==> src/rtl/gpi_filter_pkg.sv <==
// Shared types and limits for the GPI pad front-end: debounce FSM states and the
// minimum synchronizer depth.
package gpi_filter_pkg;

  localparam int unsigned SYNC_STAGES_MIN = 2;

  typedef enum logic [1:0] {
    S_LOW  = 2'b00,
    S_QHI  = 2'b01,
    S_HIGH = 2'b10,
    S_QLO  = 2'b11
  } gpi_state_e;

endpackage

==> src/rtl/gpi_sync.sv <==
// Generic N-stage flop synchronizer with synchronous active-low reset; the stages are
// also held at zero while en is low so a re-enabled input starts from a known state.
module gpi_sync
  import gpi_filter_pkg::*;
#(
  parameter int unsigned STAGES = SYNC_STAGES_MIN,
  parameter int unsigned WIDTH  = 1
) (
  input  logic             clk,
  input  logic             rst_n,
  input  logic             en,
  input  logic [WIDTH-1:0] d,
  output logic [WIDTH-1:0] q
);

  logic [STAGES-1:0][WIDTH-1:0] stage_q;

  always_ff @(posedge clk) begin
    if (!rst_n || !en) begin
      stage_q <= '0;
    end else begin
      stage_q <= {stage_q[STAGES-2:0], d};
    end
  end

  assign q = stage_q[STAGES-1];

endmodule

==> src/rtl/gpi_debounce_filter.sv <==
// GPI pad front-end: synchronize, debounce and edge-detect pad DI, drive pad IE/STE.
// Optional sticky event flag is built when GPI_EVENT_LATCH_EN is defined.
module gpi_debounce_filter
  import gpi_filter_pkg::*;
#(
  parameter int unsigned SYNC_STAGES = 2,
  parameter int unsigned CNT_W       = 16
) (
  input  logic             CLK_I,
  input  logic             RST_NI,
  input  logic             EN_I,
  input  logic [1:0]       STE_CFG_I,
  input  logic [CNT_W-1:0] DB_CYC_I,
  input  logic [1:0]       DI_I,
  output logic             IE_O,
  output logic [1:0]       STE_O,
  output logic             LEVEL_O,
  output logic             RISE_O,
  output logic             FALL_O,
  input  logic [1:0]       EVT_MASK_I,
  input  logic             EVT_CLR_I,
  output logic             EVT_O
);

  logic             s;
  gpi_state_e       state_q, state_d;
  logic [CNT_W-1:0] cnt_q, cnt_d;
  logic             rise_q, rise_d, fall_q, fall_d;
  logic             ie_q;
  logic [1:0]       ste_q;

  gpi_sync #(
    .STAGES(SYNC_STAGES),
    .WIDTH (1)
  ) u_sync (
    .clk  (CLK_I),
    .rst_n(RST_NI),
    .en   (EN_I),
    .d    (DI_I[0]),
    .q    (s)
  );

  // cnt counts agreeing samples of the candidate level; the >= against the live threshold
  // lets a lowered DB_CYC_I finish a pending qualification immediately.
  always_comb begin
    state_d = state_q;
    cnt_d   = cnt_q;
    rise_d  = 1'b0;
    fall_d  = 1'b0;
    if (!EN_I) begin
      state_d = S_LOW;
      cnt_d   = '0;
    end else begin
      unique case (state_q)
        S_LOW: begin
          if (s && (DB_CYC_I == '0)) begin
            state_d = S_HIGH;
            rise_d  = 1'b1;
          end else if (s) begin
            state_d = S_QHI;
            cnt_d   = CNT_W'(1);
          end
        end
        S_QHI: begin
          if (!s) begin
            state_d = S_LOW;
            cnt_d   = '0;
          end else if (cnt_q >= DB_CYC_I) begin
            state_d = S_HIGH;
            cnt_d   = '0;
            rise_d  = 1'b1;
          end else begin
            cnt_d = cnt_q + CNT_W'(1);
          end
        end
        S_HIGH: begin
          if (!s && (DB_CYC_I == '0)) begin
            state_d = S_LOW;
            fall_d  = 1'b1;
          end else if (!s) begin
            state_d = S_QLO;
            cnt_d   = CNT_W'(1);
          end
        end
        S_QLO: begin
          if (s) begin
            state_d = S_HIGH;
            cnt_d   = '0;
          end else if (cnt_q >= DB_CYC_I) begin
            state_d = S_LOW;
            cnt_d   = '0;
            fall_d  = 1'b1;
          end else begin
            cnt_d = cnt_q + CNT_W'(1);
          end
        end
        default: begin
          state_d = S_LOW;
          cnt_d   = '0;
        end
      endcase
    end
  end

  always_ff @(posedge CLK_I) begin
    if (!RST_NI) begin
      state_q <= S_LOW;
      cnt_q   <= '0;
      rise_q  <= 1'b0;
      fall_q  <= 1'b0;
      ie_q    <= 1'b0;
      ste_q   <= 2'b00;
    end else begin
      state_q <= state_d;
      cnt_q   <= cnt_d;
      rise_q  <= rise_d;
      fall_q  <= fall_d;
      ie_q    <= EN_I;
      ste_q   <= STE_CFG_I;
    end
  end

  assign IE_O    = ie_q;
  assign STE_O   = ste_q;
  assign LEVEL_O = (state_q == S_HIGH) || (state_q == S_QLO);
  assign RISE_O  = rise_q;
  assign FALL_O  = fall_q;

`ifdef GPI_EVENT_LATCH_EN
  logic evt_q;

  // A qualifying edge beats a simultaneous clear so no event is lost.
  always_ff @(posedge CLK_I) begin
    if (!RST_NI) begin
      evt_q <= 1'b0;
    end else if ((rise_q & EVT_MASK_I[0]) | (fall_q & EVT_MASK_I[1])) begin
      evt_q <= 1'b1;
    end else if (EVT_CLR_I) begin
      evt_q <= 1'b0;
    end
  end

  assign EVT_O = evt_q;

  logic unused_di;
  assign unused_di = DI_I[1];
`else
  assign EVT_O = 1'b0;

  logic unused_in;
  assign unused_in = ^{DI_I[1], EVT_MASK_I, EVT_CLR_I};
`endif

endmodule

==> config.mk <==
export PLATFORM = sky130hd
export DESIGN_NAME = gpi_debounce_filter
export DESIGN_NICKNAME = d
export VERILOG_FILES = /design/src/rtl/gpi_filter_pkg.sv /design/src/rtl/gpi_sync.sv /design/src/rtl/gpi_debounce_filter.sv
export SDC_FILE = /design/constraint.sdc
export NUM_CORES = 1
export LEC_CHECK = 0
export CAP_MARGIN = 0
export CORE_AREA = 8 8 64 66
export DETAILED_ROUTE_END_ITERATION = 10
export DIE_AREA = 0 0 72 74
export GPL_ROUTABILITY_DRIVEN = 0
export PLACE_DENSITY = 0.82
export SLEW_MARGIN = 20
export SYNTH_ARGS = -nofsm -noshare
export SYNTH_HDL_FRONTEND = slang
export SYNTH_SLANG_ARGS = --single-unit
==> constraint.sdc <==
create_clock -name CLK_I -period 2.55 [get_ports CLK_I]
set_input_delay 0.51 -clock CLK_I [delete_from_list [all_inputs] [get_ports CLK_I]]
set_output_delay 0.51 -clock CLK_I [all_outputs]
set_load 0.03 [all_outputs]
# Word-level counts from Yosys, hierarchy flattened
# Cells that the tools add are included.
[op_classes]
n_addsub = 1
magnitude_cmp = 1
eq_ne = 11
mux = 24
n_reduce_logical = 12
[op_table]
columns = ["operator", "n"]
rows = [
  ["$mux W16", 7],
  ["$pmux W16 S4", 1],
  ["$add A16 B1 Y16 const B", 1],
  ["$ge A16 B16 Y1", 1],
  ["$logic_not A16 Y1", 1],
  ["$mux W2", 8],
  ["$pmux W2 S4", 1],
  ["$reduce_and A4 Y1", 2],
  ["$ne A2 B2 Y1 const B", 3],
  ["$ne A3 B2 Y1 const B", 2],
  ["$ne A3 B3 Y1 const B", 2],
  ["$mux W1", 5],
  ["$eq A2 B2 Y1 const B", 2],
  ["$pmux W1 S2", 2],
  ["$logic_not A1 Y1", 3],
  ["$eq A2 B1 Y1 const B", 1],
  ["$logic_and A1 B1 Y1", 2],
  ["$logic_not A2 Y1", 1],
  ["$logic_or A1 B1 Y1", 2],
  ["$ne A2 B1 Y1 const B", 1],
  ["$reduce_and A2 Y1", 1],
]
[totals]
reg_bits = 25
inputBits = 26
out_inout_bits = 7
wordCells = 57

# Logic depth before layout (Yosys ltp)
[logic_depth]
depth_word = 4
ltp_mapped = 9
depth_no_buf = 8

# Modules after synthesis
# Synthesis repeated with hierarchy kept, for this count alone.
[unflattened]
cells_unflattened = 194
area_unflattened_um2 = 1606.5
[by_module_without_submodules]
columns = ["module", "n_inst", "cells_per_inst", "area_each_um2", "seq_area_each_um2"]
rows = [
  ["gpi_debounce_filter", 1, 190, 1554.0, 460.4],
  ["gpi_sync", 1, 4, 52.6, 40.0],
]

# Worst setup path after synthesis
# No wires, ideal clock.
[synth_timing]
kind = "input-to-reg"
startpoint = "input DB_CYC_I[0]"
endpoint = "register cnt_q[11]"
t_arrival_ns = 2.089
t_required_ns = 2.488
path_slack_ns = 0.398
stages = 8
path_buffers = 1
path_cell_list = "ha_1 > nand2b_1 > a2111o_1 > a32oi_1 > and4_4 > o21ai_2 > buf_6 > nor2_2"
[synth_via]
elab_chain_len = 4
word_cells_on_any_way = 11
[synth_lines]
columns = ["item", "line_no", "text"]
rows = [
  ["start, declared", "gpi_debounce_filter.sv:13", "input logic [CNT_W-1:0] DB_CYC_I,"],
  ["$ge A16 B16 Y1 or $logic_not A16 Y1 (tied branches)", "-", ""],
  ["$mux W16, or another cell as far along", "gpi_debounce_filter.sv:68, gpi_debounce_filter.sv:89", ""],
  ["$mux W16, or another cell as far along", "gpi_debounce_filter.sv:86", "if (s) begin"],
  ["$pmux W16 S4 or $reduce_and A4 Y1 (tied branches)", "-", ""],
  ["end signal, assigned", "gpi_debounce_filter.sv:115", "cnt_q <= cnt_d;"],
  ["end, declared", "gpi_debounce_filter.sv:27", "logic [CNT_W-1:0] cnt_q, cnt_d;"],
]
# Several ways; a longest one is shown, not always the timed one.
# A chain may end at the register's enable or synchronous reset.

# Worst setup path in the final report
[layout_timing]
startpoint = "input DB_CYC_I[0]"
endpoint = "register cnt_q[14]"
# The elaborated chain is that of the path after synthesis.

==> reports/results.tsv <==
stage	metric	value	unit
yosys	Post-Syn Area	0.00149	mm2
power	leakage	0.773	nW
floorplanning	die footprint	0.00533	mm2
floorplanning	standard-cell row count	21	
routing	DR pass1 iterations	5	
yosys	synthesized area per cell	8.54	um2
yosys	top-count cell post-synth	dfxtp_1	
yosys	Seq/Total Area, Yosys	0.335	
clock_tree	post_cts resized	0	
routing	DRT antenna net count	0	
layout	finished layout cell area	0.00187	mm2
global_route	vias in the first global route	1335	
placed_design	Cell Count Post-Placement	248	
yosys	Yosys cell types	36	
yosys	number of enable flip-flop cells after synthesis	0	
global_route	largest net degree at the start of global routing	15	
sta	Slew Viols, Final	0	
flow_run	max cap viols	0	
layout	n_diodes	0	
sta	RSZ-0062 raised after global routing	no	
critical_path	crit end category	flip-flop	
global_route	GRT Overall Usage	0.131	
sta	Final Critical Period	2390	ps
floorplanning	# IOs	33	
clock_tree	H-tree levels	1	
layout	Util after Layout	0.587	
yosys	Mapped Cells	175	
power	worst-case vdd ir drop	0.186	mV
clock_tree	Post-CTS Setup Repair Bufs	0	
layout	fin nets	250	
routing	Via density	5.24	
floorplanning	initial core utilization	0.470	
yosys	post-synth top area share	0.335	
critical_path	worst path required time	2830	ps
clock_tree	TritonCTS Buffers	3	
yosys	synth warn	0	
routing	DR vias	1320	
critical_path	critical path fanouts, max	13	
min_path	Hold Crit Class	reg -> reg	
yosys	top_reg_cell synth	dfxtp_1	
clock_tree	root buf cell	clkbuf_4	
placed_design	placed cell areas	0.00183	mm2
critical_path	Arrival @ worst endpoint	2670	ps
sta	Final Hold Fails	0	
global_route	initial antenna violation count	0	
yosys	top cells by area, synth	dfxtp_1 (34%), ha_1 (14%), xor2_1 (5.3%)	
floorplanning	Core Area	0.00318	mm2
layout	share of layout cells above drive strength 1	0.107	
critical_path	crit start category	input pin	
placed_design	Port Buffers	27	
global_route	first-pass GRT wire length	5660	um
routing	wire per inst	13.1	um
clock_tree	CTS Hold Bufs	0	
sta	f_max	419	MHz
clock_tree	clock latency on the worst-skew pair	330	ps
routing	total wire length	3310	um
sta	period utilization	0.937	
yosys	syn_nets	218	
power	PD cells	359	mW/mm2
clock_tree	CTS Buffer Depth	2	
floorplanning	Die Height	74	um
layout	Layout Cells excl Fill	252	
placed_design	DP Wirelength	2610	um
layout	Area Overhead vs Synth	25.0	%
placed_design	dpl ws	-192	ps
yosys	largest area contributor in the netlist	dfxtp_1	
yosys	async set-reset flop share out of synthesis	0	
yosys	register bit total from synthesis	25	
clock_tree	TritonCTS sink count	25	
outcome	status	finished, final reports clean	
routing	first-iteration detailed-routing DRC count	85	
global_route	gr ovfl total	0	
yosys	Synth top cells by count	dfxtp_1 (25), inv_1 (18), ha_1 (17)	
sta	Final WS setup	161	ps
sta	Final Skew	13.5	ps
clock_tree	CTS tree	built	
clock_tree	clock-pin slew on the worst setup and hold paths	140	ps
routing	Remaining DRCs	0	
floorplanning	Chip Width	72	um
sta	Final Setup Violations	0	
critical_path	Crit Path Class	in -> reg	
-- cell type report --
class | count | area [um2]
clock inverters | 1 | 5.00
well taps | 46 | 57.6
clock buffers | 3 | 22.5
inverters | 18 | 67.6
multi-input cells | 127 | 893
repair buffers | 32 | 320
fillers | 283 | 1310
flip-flops and latches | 25 | 500
-- layout by cell type, fill, tap and decap left out, types with 2 or more instances in the layout --
master,count
nand3_1,3
clkbuf_4,3
a21oi_1,6
a22oi_1,2
nand4_1,9
nor3_1,4
and3_1,5
nor4_1,8
nor4b_1,2
inv_1,18
o21ai_0,3
and2_1,3
ha_1,17
clkdlybuf4s50_1,27
dfxtp_1,25
buf_4,4
xnor2_1,5
nor2_1,9
nor2_2,10
nand2b_1,2
xor2_1,9
nand2_1,16
-- kinds of logic (layout without fill, tap and decap cells) --
| family | Yosys count | count (layout) | synth area share |
|---|---|---|---|
| AOI/OAI and AO/OA | 17 | 17 | 0.0745 |
| xor gates and xnor gates | 14 | 14 | 0.0821 |
| adders and majority gates | 17 | 17 | 0.142 |
| buffers and inverters | 23 | 54 | 0.0712 |
| DFF | 25 | 25 | 0.335 |
| muxes | 1 | 1 | 0.00670 |
| other | 1 | 1 | 0.00251 |
| and+or+nand+nor | 77 | 77 | 0.286 |
-- sequential cells by signal (all words and copies together) (netlist names) --
signal / cells
FALL_O: 1
IE_O: 1
RISE_O: 1
STE_O: 2
cnt_q: 16
state_q: 2
u_sync.q: 1
u_sync.stage_q: 1
-- critical path, stage by stage --
cell and delay, ps:
clkdlybuf4s50_1 430, ha_1 290, nand2b_1 150, a2111o_1 400, a32oi_1 250, and4_4 300, o21ai_2 80, buf_12 160
nor2_1 100
-- metal layers --
metal | routed length, um | track usage
met1 | 1420 | 0.152
met2 | 1620 | 0.227
met3 | 239 | 0.0323
met4 | 32 | 0.0522
met5 | 0 | 0
-- metrics by stage --
step	setup TNS, ps	power [mW]	hold WS [ps]
3_5_place_dp	-3220	0.496	453
2_1_floorplan	0	0.445	444
4_1_cts	0	0.671	485
5_1_grt	0	0.699	502
3_3_place_gp	-2820	0.495	446
6_report	0	0.669	484
-- worst paths after layout --
check	endpoint	slack (ps)	depth (start not counted)	startpoint
hold / removal	u_sync.q$_SDFF_PN0_	480	1	u_sync.stage_q[0]$_SDFF_PN0_
setup / recovery	cnt_q[14]$_SDFFE_PN0P_	160	9	DB_CYC_I[0]
setup reg to reg	cnt_q[14]$_SDFFE_PN0P_	280	9	cnt_q[0]$_SDFFE_PN0P_
hold reg to reg	u_sync.q$_SDFF_PN0_	480	1	u_sync.stage_q[0]$_SDFF_PN0_
-- report_power, final --
part	internal (mW)	total, mW	switching (mW)
sequential	0.394	0.396	0.00139
clock	0.0589	0.182	0.123
combinational	0.0496	0.0921	0.0424
No activity file was read; power rests on OpenSTA's default activity.
